File: src/rtl/spi_master_cfg.sv
// SPI master with start/busy/done handshake, programmable frame width, divider, CPOL/CPHA and chip select.
// Define SPI_MASTER_LSB_FIRST_EN to let lsb_first pick the bit order; otherwise frames are always MSB first.
module spi_master_cfg #(
  parameter int DATA_W  = 32,
  parameter int CLK_DIV = 4,
  parameter int NUM_CS  = 1,
  localparam int CS_W   = (NUM_CS > 1) ? $clog2(NUM_CS) : 1
) (
  input  logic              clk,
  input  logic              rst_n,
  input  logic              start,
  input  logic [DATA_W-1:0] tx_data,
  input  logic [CS_W-1:0]   cs_sel,
  input  logic              cpol,
  input  logic              cpha,
  input  logic              lsb_first,
  output logic              busy,
  output logic              done,
  output logic [DATA_W-1:0] rx_data,
  output logic              spi_clk,
  output logic              spi_mosi,
  input  logic              spi_miso,
  output logic [NUM_CS-1:0] spi_cs_n
);

  localparam int CNT_W  = (CLK_DIV > 1) ? $clog2(CLK_DIV) : 1;
  localparam int EDGE_W = $clog2(2*DATA_W + 1);

  typedef enum logic [1:0] {S_IDLE, S_SETUP, S_SHIFT, S_HOLD} state_t;

  state_t            r_state;
  state_t            w_state_nxt;
  logic [CNT_W-1:0]  r_cnt;
  logic [EDGE_W-1:0] r_edge;
  logic [EDGE_W-1:0] w_edge_nxt;
  logic              r_cpha;
  logic              r_lsb;
  logic              r_sclk;
  logic              r_mosi;
  logic              r_busy;
  logic              r_done;
  logic [NUM_CS-1:0] r_cs_n;
  logic [NUM_CS-1:0] w_cs_dec;
  logic [DATA_W-1:0] r_tx;
  logic [DATA_W-1:0] r_rx;
  logic [DATA_W-1:0] r_rx_data;
  logic [DATA_W-1:0] w_tx_shift;
  logic [DATA_W-1:0] w_rx_shift;
  logic              w_lsb_in;
  logic              w_accept;
  logic              w_tick;
  logic              w_edge_fire;
  logic              w_last_edge;
  logic              w_leading;
  logic              w_sample;
  logic              w_drive;
  logic              w_finish;

  function automatic logic first_bit(input logic [DATA_W-1:0] word, input logic lsb);
    return lsb ? word[0] : word[DATA_W-1];
  endfunction

`ifdef SPI_MASTER_LSB_FIRST_EN
  assign w_lsb_in = lsb_first;
`else
  assign w_lsb_in = lsb_first & 1'b0;
`endif

  // An out-of-range index decodes to no active line; the transfer still runs.
  always_comb begin
    w_cs_dec = '1;
    for (int i = 0; i < NUM_CS; i++) begin
      if (cs_sel == CS_W'(i)) w_cs_dec[i] = 1'b0;
    end
  end

  assign w_accept    = (r_state == S_IDLE) && start;
  assign w_tick      = (r_cnt == CNT_W'(CLK_DIV - 1));
  assign w_edge_nxt  = r_edge + 1'b1;
  assign w_edge_fire = ((r_state == S_SETUP) || (r_state == S_SHIFT)) && w_tick;
  assign w_last_edge = (w_edge_nxt == EDGE_W'(2*DATA_W));
  assign w_leading   = w_edge_nxt[0];
  assign w_sample    = w_edge_fire && (r_cpha ? !w_leading : w_leading);
  // CPHA=1 re-drives bit 0 on the first leading edge, so only later leading edges advance the shifter.
  assign w_drive     = w_edge_fire && (r_cpha ? (w_leading && (r_edge != '0))
                                              : (!w_leading && !w_last_edge));
  assign w_finish    = (r_state == S_HOLD) && w_tick;

  assign w_tx_shift  = r_lsb ? (r_tx >> 1) : (r_tx << 1);
  assign w_rx_shift  = r_lsb ? {spi_miso, r_rx[DATA_W-1:1]} : {r_rx[DATA_W-2:0], spi_miso};

  always_ff @(posedge clk or negedge rst_n) begin
    if (!rst_n) r_state <= S_IDLE;
    else        r_state <= w_state_nxt;
  end

  always_comb begin
    w_state_nxt = r_state;
    case (r_state)
      S_IDLE:  if (start)                 w_state_nxt = S_SETUP;
      S_SETUP: if (w_tick)                w_state_nxt = S_SHIFT;
      S_SHIFT: if (w_tick && w_last_edge) w_state_nxt = S_HOLD;
      S_HOLD:  if (w_tick)                w_state_nxt = S_IDLE;
      default:                            w_state_nxt = S_IDLE;
    endcase
  end

  always_ff @(posedge clk or negedge rst_n) begin
    if (!rst_n) begin
      r_cnt     <= '0;
      r_edge    <= '0;
      r_cpha    <= 1'b0;
      r_lsb     <= 1'b0;
      r_sclk    <= 1'b0;
      r_mosi    <= 1'b0;
      r_busy    <= 1'b0;
      r_done    <= 1'b0;
      r_cs_n    <= '1;
      r_rx_data <= '0;
    end else begin
      r_done <= 1'b0;
      if (w_accept) begin
        r_cnt  <= '0;
        r_edge <= '0;
        r_cpha <= cpha;
        r_lsb  <= w_lsb_in;
        r_sclk <= cpol;
        r_mosi <= first_bit(tx_data, w_lsb_in);
        r_busy <= 1'b1;
        r_cs_n <= w_cs_dec;
      end else if (r_state == S_IDLE) begin
        r_sclk <= cpol;
      end else begin
        r_cnt <= w_tick ? '0 : r_cnt + 1'b1;
        if (w_edge_fire) begin
          r_edge <= w_edge_nxt;
          r_sclk <= ~r_sclk;
        end
        if (w_drive) r_mosi <= first_bit(w_tx_shift, r_lsb);
        if (w_finish) begin
          r_busy    <= 1'b0;
          r_done    <= 1'b1;
          r_cs_n    <= '1;
          r_rx_data <= r_rx;
        end
      end
    end
  end

  // Shift registers carry data only; the FSM decides when their contents matter.
  always_ff @(posedge clk) begin
    if (w_accept)     r_tx <= tx_data;
    else if (w_drive) r_tx <= w_tx_shift;
    if (w_sample)     r_rx <= w_rx_shift;
  end

  assign busy     = r_busy;
  assign done     = r_done;
  assign rx_data  = r_rx_data;
  assign spi_clk  = r_sclk;
  assign spi_mosi = r_mosi;
  assign spi_cs_n = r_cs_n;

endmodule

File: config.mk
export PLATFORM = sky130hd
export DESIGN_NAME = spi_master_cfg
export DESIGN_NICKNAME = d
export VERILOG_FILES = /design/src/rtl/spi_master_cfg.sv
export SDC_FILE = /design/constraint.sdc
export NUM_CORES = 1
export LEC_CHECK = 0
export CAP_MARGIN = 20
export CORE_MARGIN = 1
export CORE_UTILIZATION = 50
export CTS_CLUSTER_DIAMETER = 50
export DETAILED_ROUTE_END_ITERATION = 10
export PLACE_DENSITY = 0.82
export SLEW_MARGIN = 20
export SYNTH_ARGS = -nofsm -noshare
export SYNTH_HDL_FRONTEND = slang
export SYNTH_SLANG_ARGS = --single-unit
File: constraint.sdc
create_clock -name clk -period 5.7 [get_ports clk]
set_clock_uncertainty 0.1 [all_clocks]
set_input_delay 0.855 -clock clk [delete_from_list [all_inputs] [get_ports clk]]
set_output_delay 0.855 -clock clk [all_outputs]
set_load 0.005 [all_outputs]
# --- After elaboration in Yosys (flattened, before gate mapping) ---
# Index checks and enable logic that the tools add are counted.
word_totals:
  reg_bits: 112
  latchBits: 0
  ramBits: 0
  romBits: 0
  output_inout_bits: 37
  wordCells: 80
  mem_count: 0
classes:
  addsub: 2
  n_mul: 0
  div: 0
  magnitude_cmp: 0
  n_eq_ne: 10
  shift: 0
  n_mux: 31
  bitwise: 3
  reduce_logical: 22
ops:
  columns: ["cell", "count"]
  rows:
  - ["two-way mux 31 bit", 2]
  - ["two-way mux 7 bit", 3]
  - ["two-way mux 1 bit", 18]
  - ["two-way mux 2 bit", 7]
  - ["logical AND 1 bit", 8]
  - ["inequality test 2 bit, second input constant", 4]
  - ["one-hot mux 2 bit (4 select lines)", 1]
  - ["adder 7 x 1 -> 7 bit, second input constant", 1]
  - ["equality test 7 bit, second input constant", 1]
  - ["nonzero test 7 bit", 1]
  - ["equality test 2 bit, second input constant", 3]
  - ["AND reduction 2 bit", 3]
  - ["nonzero test 2 bit", 3]
  - ["AND reduction 4 bit", 1]
  - ["NOT 1 bit", 3]
  - ["AND reduction 3 bit", 1]
  - ["nonzero test 3 bit", 1]
  - ["adder 2 x 1 -> 2 bit, second input constant", 1]
  - ["equality test 2 x 1 -> 1 bit, second input constant", 1]
  - ["zero test 1 bit", 2]
  - ["zero test 2 bit", 1]
  - ["inequality test 2 x 1 -> 1 bit, second input constant", 1]
  - ["logical OR 1 bit", 1]

# --- Longest topological paths before layout ---
depth:
  depth_word: 9
  depth_mapped: 9
  mapped_depth_nobuf: 7

# --- Least setup slack after synthesis ---
# Ideal clock, no wire load.
synth_timing:
  kind: "flip-flop to flip-flop"
  from: "reg r_state[0]"
  to: "reg r_rx[0], enable pin"
  arrival_time_ns: 3.050
  t_required_ns: 5.139
  slack_ns: 2.089
  stages_incl_launch_ff: 5
  n_path_buf: 0
  path_cell_list: "dfrtp_1 inv_1 ha_1 nand2_1 nor3_1"
synth_via:
  elab_chain_cells: 4
synth_lines:
  columns: ["item", "line", "text"]
  rows:
  - ["start: declaration", "31", "state_t r_state;"]
  - ["start signal: assignment", "94", "else r_state <= w_state_nxt;"]
  - ["equality test 2 x 1 -> 1 bit or equality test 2 bit (tied branches)", "80", "assign w_edge_fire = ((r_state == S_SETUP) || (r_state == S_SHIFT)) && w_tick;"]
  - ["logical OR 1 bit *", "80", null]
  - ["logical AND 1 bit *", "80", null]
  - ["logical AND 1 bit *", "83", "assign w_sample = w_edge_fire && (r_cpha ? !w_leading : w_leading);"]
  - ["net w_sample", "55", "logic w_sample;"]
  - ["end signal: assignment", "154", "if (w_sample) r_rx <= w_rx_shift;"]
  - ["end: declaration", "45", "logic [DATA_W-1:0] r_rx;"]
# The timed path passes the listed nets; every way through them passes the cells marked *.
# A chain may end at the register's enable or synchronous reset.

# --- Final worst setup path ---
layout_timing:
  from: "in start"
  to: "reg r_tx[9], enable pin"
layout_via:
  elab_chain_cells: 2
layout_lines:
  columns: ["item", "line", "text"]
  rows:
  - ["start: declaration", "11", "input logic start,"]
  - ["logical AND 1 bit", "77", "assign w_accept = (r_state == S_IDLE) && start;"]
  - ["nonzero test 2 bit (no line)", null, null]
  - ["end signal: assignment", "152", "if (w_accept) r_tx <= tx_data;"]
  - ["end signal: assignment", "153", "else if (w_drive) r_tx <= w_tx_shift;"]
  - ["end: declaration", "44", "logic [DATA_W-1:0] r_tx;"]
# Every way passes these cells.

==> results by group <==
Logic synthesis
  • Simple-gate share of the synthesized area: 12.8%
  • Synth Net Count: 386
  • Synth Area in Compound Gates: 4.45%
  • Yosys warning total: 0
  • Netlist Area Pre-Place: 0.00447 mm2
  • Seq/Total Area, Yosys: 69.8%
  • Multiplexer share of the synthesized area: 8.29%
  • Synth Area in XOR/XNOR: 0.588%
  • #FFs+latches synth: 112
  • Adder-Cell Fraction of Synth Area: 1.96%
  • Synth Instances: 339
  • Largest family of logic cells by synthesized area: simple AND/OR/NAND/NOR gates
  • Synth unique cells: 47
  • Syn Area/Cell: 13.2 um2

Global route
  • Largest net degree at the start of global routing: 50
  • Number of global-route vias before repair: 2743
  • GRT Overall Usage: 19.0%
  • Initial antenna violation count: 0
  • Global route overflow: 0
  • First-pass GRT wire length: 13300 um

Detailed routing
  • Metal2 WL: 3880 um
  • Drt initial violations: 162
  • M1 WL: 3780 um
  • WL final: 8390 um
  • Routed len/inst: 15.9 um
  • Drt pass-1 iters: 4
  • # DRC: 0
  • Vias: 2759
  • Uppermost layer routed: met4
  • Avg Vias per Cell: 5.23
  • Antenna Nets Post-Route: 0
  • DR WL met3: 619 um

STA
  • Final Worst Setup Slack: 2740 ps
  • Unrepaired setup endpoints after global routing: no
  • TNS Setup: 0 ps
  • Final critical-path share of the clock period: 51.9%
  • Slew Limit Fails: 0
  • Worst Tran Pin Value: 642 ps
  • Hold Vio Cnt, Final: 0
  • Final setup violation count: 0
  • FMAX: 338 MHz
  • Min Clock Period, post-route: 2960 ps
  • Slew margin rel.: 57.2%

Worst setup path
  • Setup crit end: r_tx[9]$_DFFE_PP_
  • Ordered list of cells on the worst path: clkdlybuf4s50_1 > and2_1 > o22ai_1 > a22oi_2 > buf_4
  • Critical R2R Launch: r_state[0]$_DFFE_PN0P_
  • Levels on crit path: 5
  • CP startpoint: start
  • Crit Path Category: primary input to register
  • FF-to-FF setup slack: 2860 ps
  • Critical-path maximum fanout: 31
  • CP Data Arrival Time: 2880 ps
  • CP startpoint kind: primary input
  • CP Buf/Inv Count: 2
  • CP max stage delay: 580 ps
  • Critical Path End Type: register
  • Cells on worst reg2reg path: 6
  • Critical Path Slowest Stage Cell: and2_1
  • Reg-to-reg endpoint: r_tx[9]$_DFFE_PP_
  • Critical Path RT: 5620 ps
  • Kind of cell adding the most delay to the critical path: buffers and inverters

Clock network
  • Post-CTS Hold Buffers: 0
  • Clk_lat worst skew: 370 ps
  • Post-CTS Resized: 0
  • CTS Sinks: 112
  • Clk buf depth: 2
  • Worst-path clk slew: 100 ps
  • CTS Buf Count: 9
  • Setup bufs post-CTS: 0
  • Htree depth: 3
  • Root buf cell: clkbuf_8
  • CTS tree: built

Place
  • Post-placement cell area: 0.00532 mm2
  • DP Worst Slack: 2350 ps
  • Detailed Place HPWL: 5400 um
  • RePlAce Congestion: 0.774
  • Port-buffer cells: 75

Cells and area
  • Final instance area: 0.00551 mm2
  • Final nets: 462
  • Layout cell share with drive strength beyond 1: 11.0%
  • Final antenna diode count: 0
  • Area growth from synthesis to layout: 23.3%

Floorplanning
  • I/O Pins: 77
  • Die Wd: 96.5 um
  • Core ar.: 0.00868 mm2
  • Die ar.: 0.00932 mm2
  • Site Rows: 34
  • Starting Density: 51.5%
  • Die H: 96.5 um

Power
  • P_int: 0.00171 W
  • Flop pwr share: 50.7%
  • Total power: 0.00246 W
  • Pleak: 2.21 nW
  • Net Sw Power: 0.000744 W
  • PD cells: 446 mW/mm2
  • Clk pwr share: 18.3%
  • Switching share of power: 30.3%
  • Maximum vdd drop: 0.216 mV
  • Part of the power in combinational logic: 31.0%

Min path
  • Min-delay worst type: register to register

Outcome
  • Outcome: finished, final reports clean

Flow run
  • Max cap viols: 0
flip-flops by register name, indices dropped and copies added (netlist names):
name and flops:
spi_clk 1, r_edge 7, r_rx 32, done 1
spi_cs_n 1, r_cpha 1, r_tx 31, r_state 2
spi_mosi 1, busy 1, rx_data 32, r_cnt 2
kinds of logic after synthesis:
kind of cell,count (synthesis)
flip-flops,112
AND/OR/NAND/NOR,135
AO/OA/AOI/OAI,29
buffers and inverters,20
XOR/XNOR,3
multiplexers,33
adder cells (fa/ha/maj),7
cell usage after synthesis, drive strengths merged:
cell type | instances | area, um2
or4b | 1 | 10.0
nor2 | 7 | 26.3
a21oi | 6 | 33.8
and3 | 2 | 13.8
o21ai | 9 | 48.8
nand3 | 3 | 15.0
nand3b | 1 | 7.51
a211oi | 1 | 12.5
clkbuf | 7 | 26.3
mux2 | 32 | 360
and2 | 3 | 18.8
mux2i | 1 | 10.0
xnor2 | 1 | 8.76
o211ai | 1 | 7.51
o21a | 1 | 7.51
buf | 7 | 43.8
nand4 | 1 | 6.26
or2b | 1 | 7.51
xor2 | 2 | 17.5
a22oi | 1 | 7.51
and2b | 1 | 8.76
edfxtp | 63 | 1890
ha | 7 | 87.6
dfrtp | 48 | 1200
a31oi | 1 | 6.26
dfstp | 1 | 26.3
nand2b | 1 | 6.26
nand2 | 111 | 419
o32a | 1 | 10.0
o22ai | 1 | 6.26
a22o | 1 | 8.76
o31ai | 2 | 15.0
a211o | 2 | 17.5
inv | 6 | 22.5
nor4b | 1 | 23.8
o41ai | 2 | 17.5
nor3 | 2 | 10.0
power groups by stage:
stage | logic (W) | registers [W] | clock network [W]
4_1_cts | 0.000774 | 0.00125 | 0.000463
6_report | 0.000762 | 0.00124 | 0.000450
2_1_floorplan | 0.000393 | 0.00125 | 0
3_5_place_dp | 0.000771 | 0.00126 | 0
5_1_grt | 0.000851 | 0.00127 | 0.000492
3_3_place_gp | 0.000735 | 0.00125 | 0
worst reg2reg max path, delay by kind of cell (launching register included):
kind	cells	cell delay (ps)
AO/OA/AOI/OAI	2	470
adder cells (fa/ha/maj)	1	390
buffers and inverters	2	490
flip-flops	1	430
AND/OR/NAND/NOR	1	610
per-layer routing:
metal | up-vias | global-route usage [%]
li1 | 1318 | -
met1 | 1337 | 25.9
met2 | 92 | 29.4
met3 | 12 | 4.69
met4 | 0 | 7.60
met5 | - | 0
layout make-up:
class                   count  area, um2
clock inverters             5       45.0
clock buffers              11        141
inverters                   6       22.5
repair buffers             79        778
flip-flops and latches    112       3120
fillers                   683       3170
multi-input cells         207       1270
well taps                 108        135
metrics by stage:
stage,hold WS (ps),std cells,util [%]
after global placement,329,512,61.3
after global routing,371,528,63.5
after CTS,360,528,63.4
after floorplan,315,339,-
final,363,528,63.5
after detailed placement,337,512,61.3
cells in the final DEF (no fill, tap or decap), types with 2 or more instances in the layout:
cell             count
nand2_1            110
clkdlybuf4s50_1     74
edfxtp_1            63
dfrtp_1             48
mux2_1              18
mux2_2              14
clkbuf_8            10
nor2_1               7
ha_1                 7
a21oi_1              5
o21ai_0              5
buf_4                5
inv_1                4
nand3_1              3
o21ai_1              3
inv_6                3
and2_1               2
a211o_1              2
inv_2                2
xor2_1               2
o31ai_1              2
o41ai_1              2
worst min path at each step:
stage / start / end / slack, ps / cells after the start
2_1_floorplan: r_rx[31]$_DFFE_PP_ / rx_data[31]$_DFFE_PN0P_ / 310 / 2
3_3_place_gp: r_rx[31]$_DFFE_PP_ / rx_data[31]$_DFFE_PN0P_ / 330 / 2
3_5_place_dp: r_rx[5]$_DFFE_PP_ / r_rx[6]$_DFFE_PP_ / 340 / 0
4_1_cts: r_rx[7]$_DFFE_PP_ / r_rx[8]$_DFFE_PP_ / 360 / 0
5_1_grt: r_rx[29]$_DFFE_PP_ / r_rx[30]$_DFFE_PP_ / 370 / 0
6_report: r_rx[25]$_DFFE_PP_ / r_rx[26]$_DFFE_PP_ / 360 / 0
(Power assumes the default switching activity.)
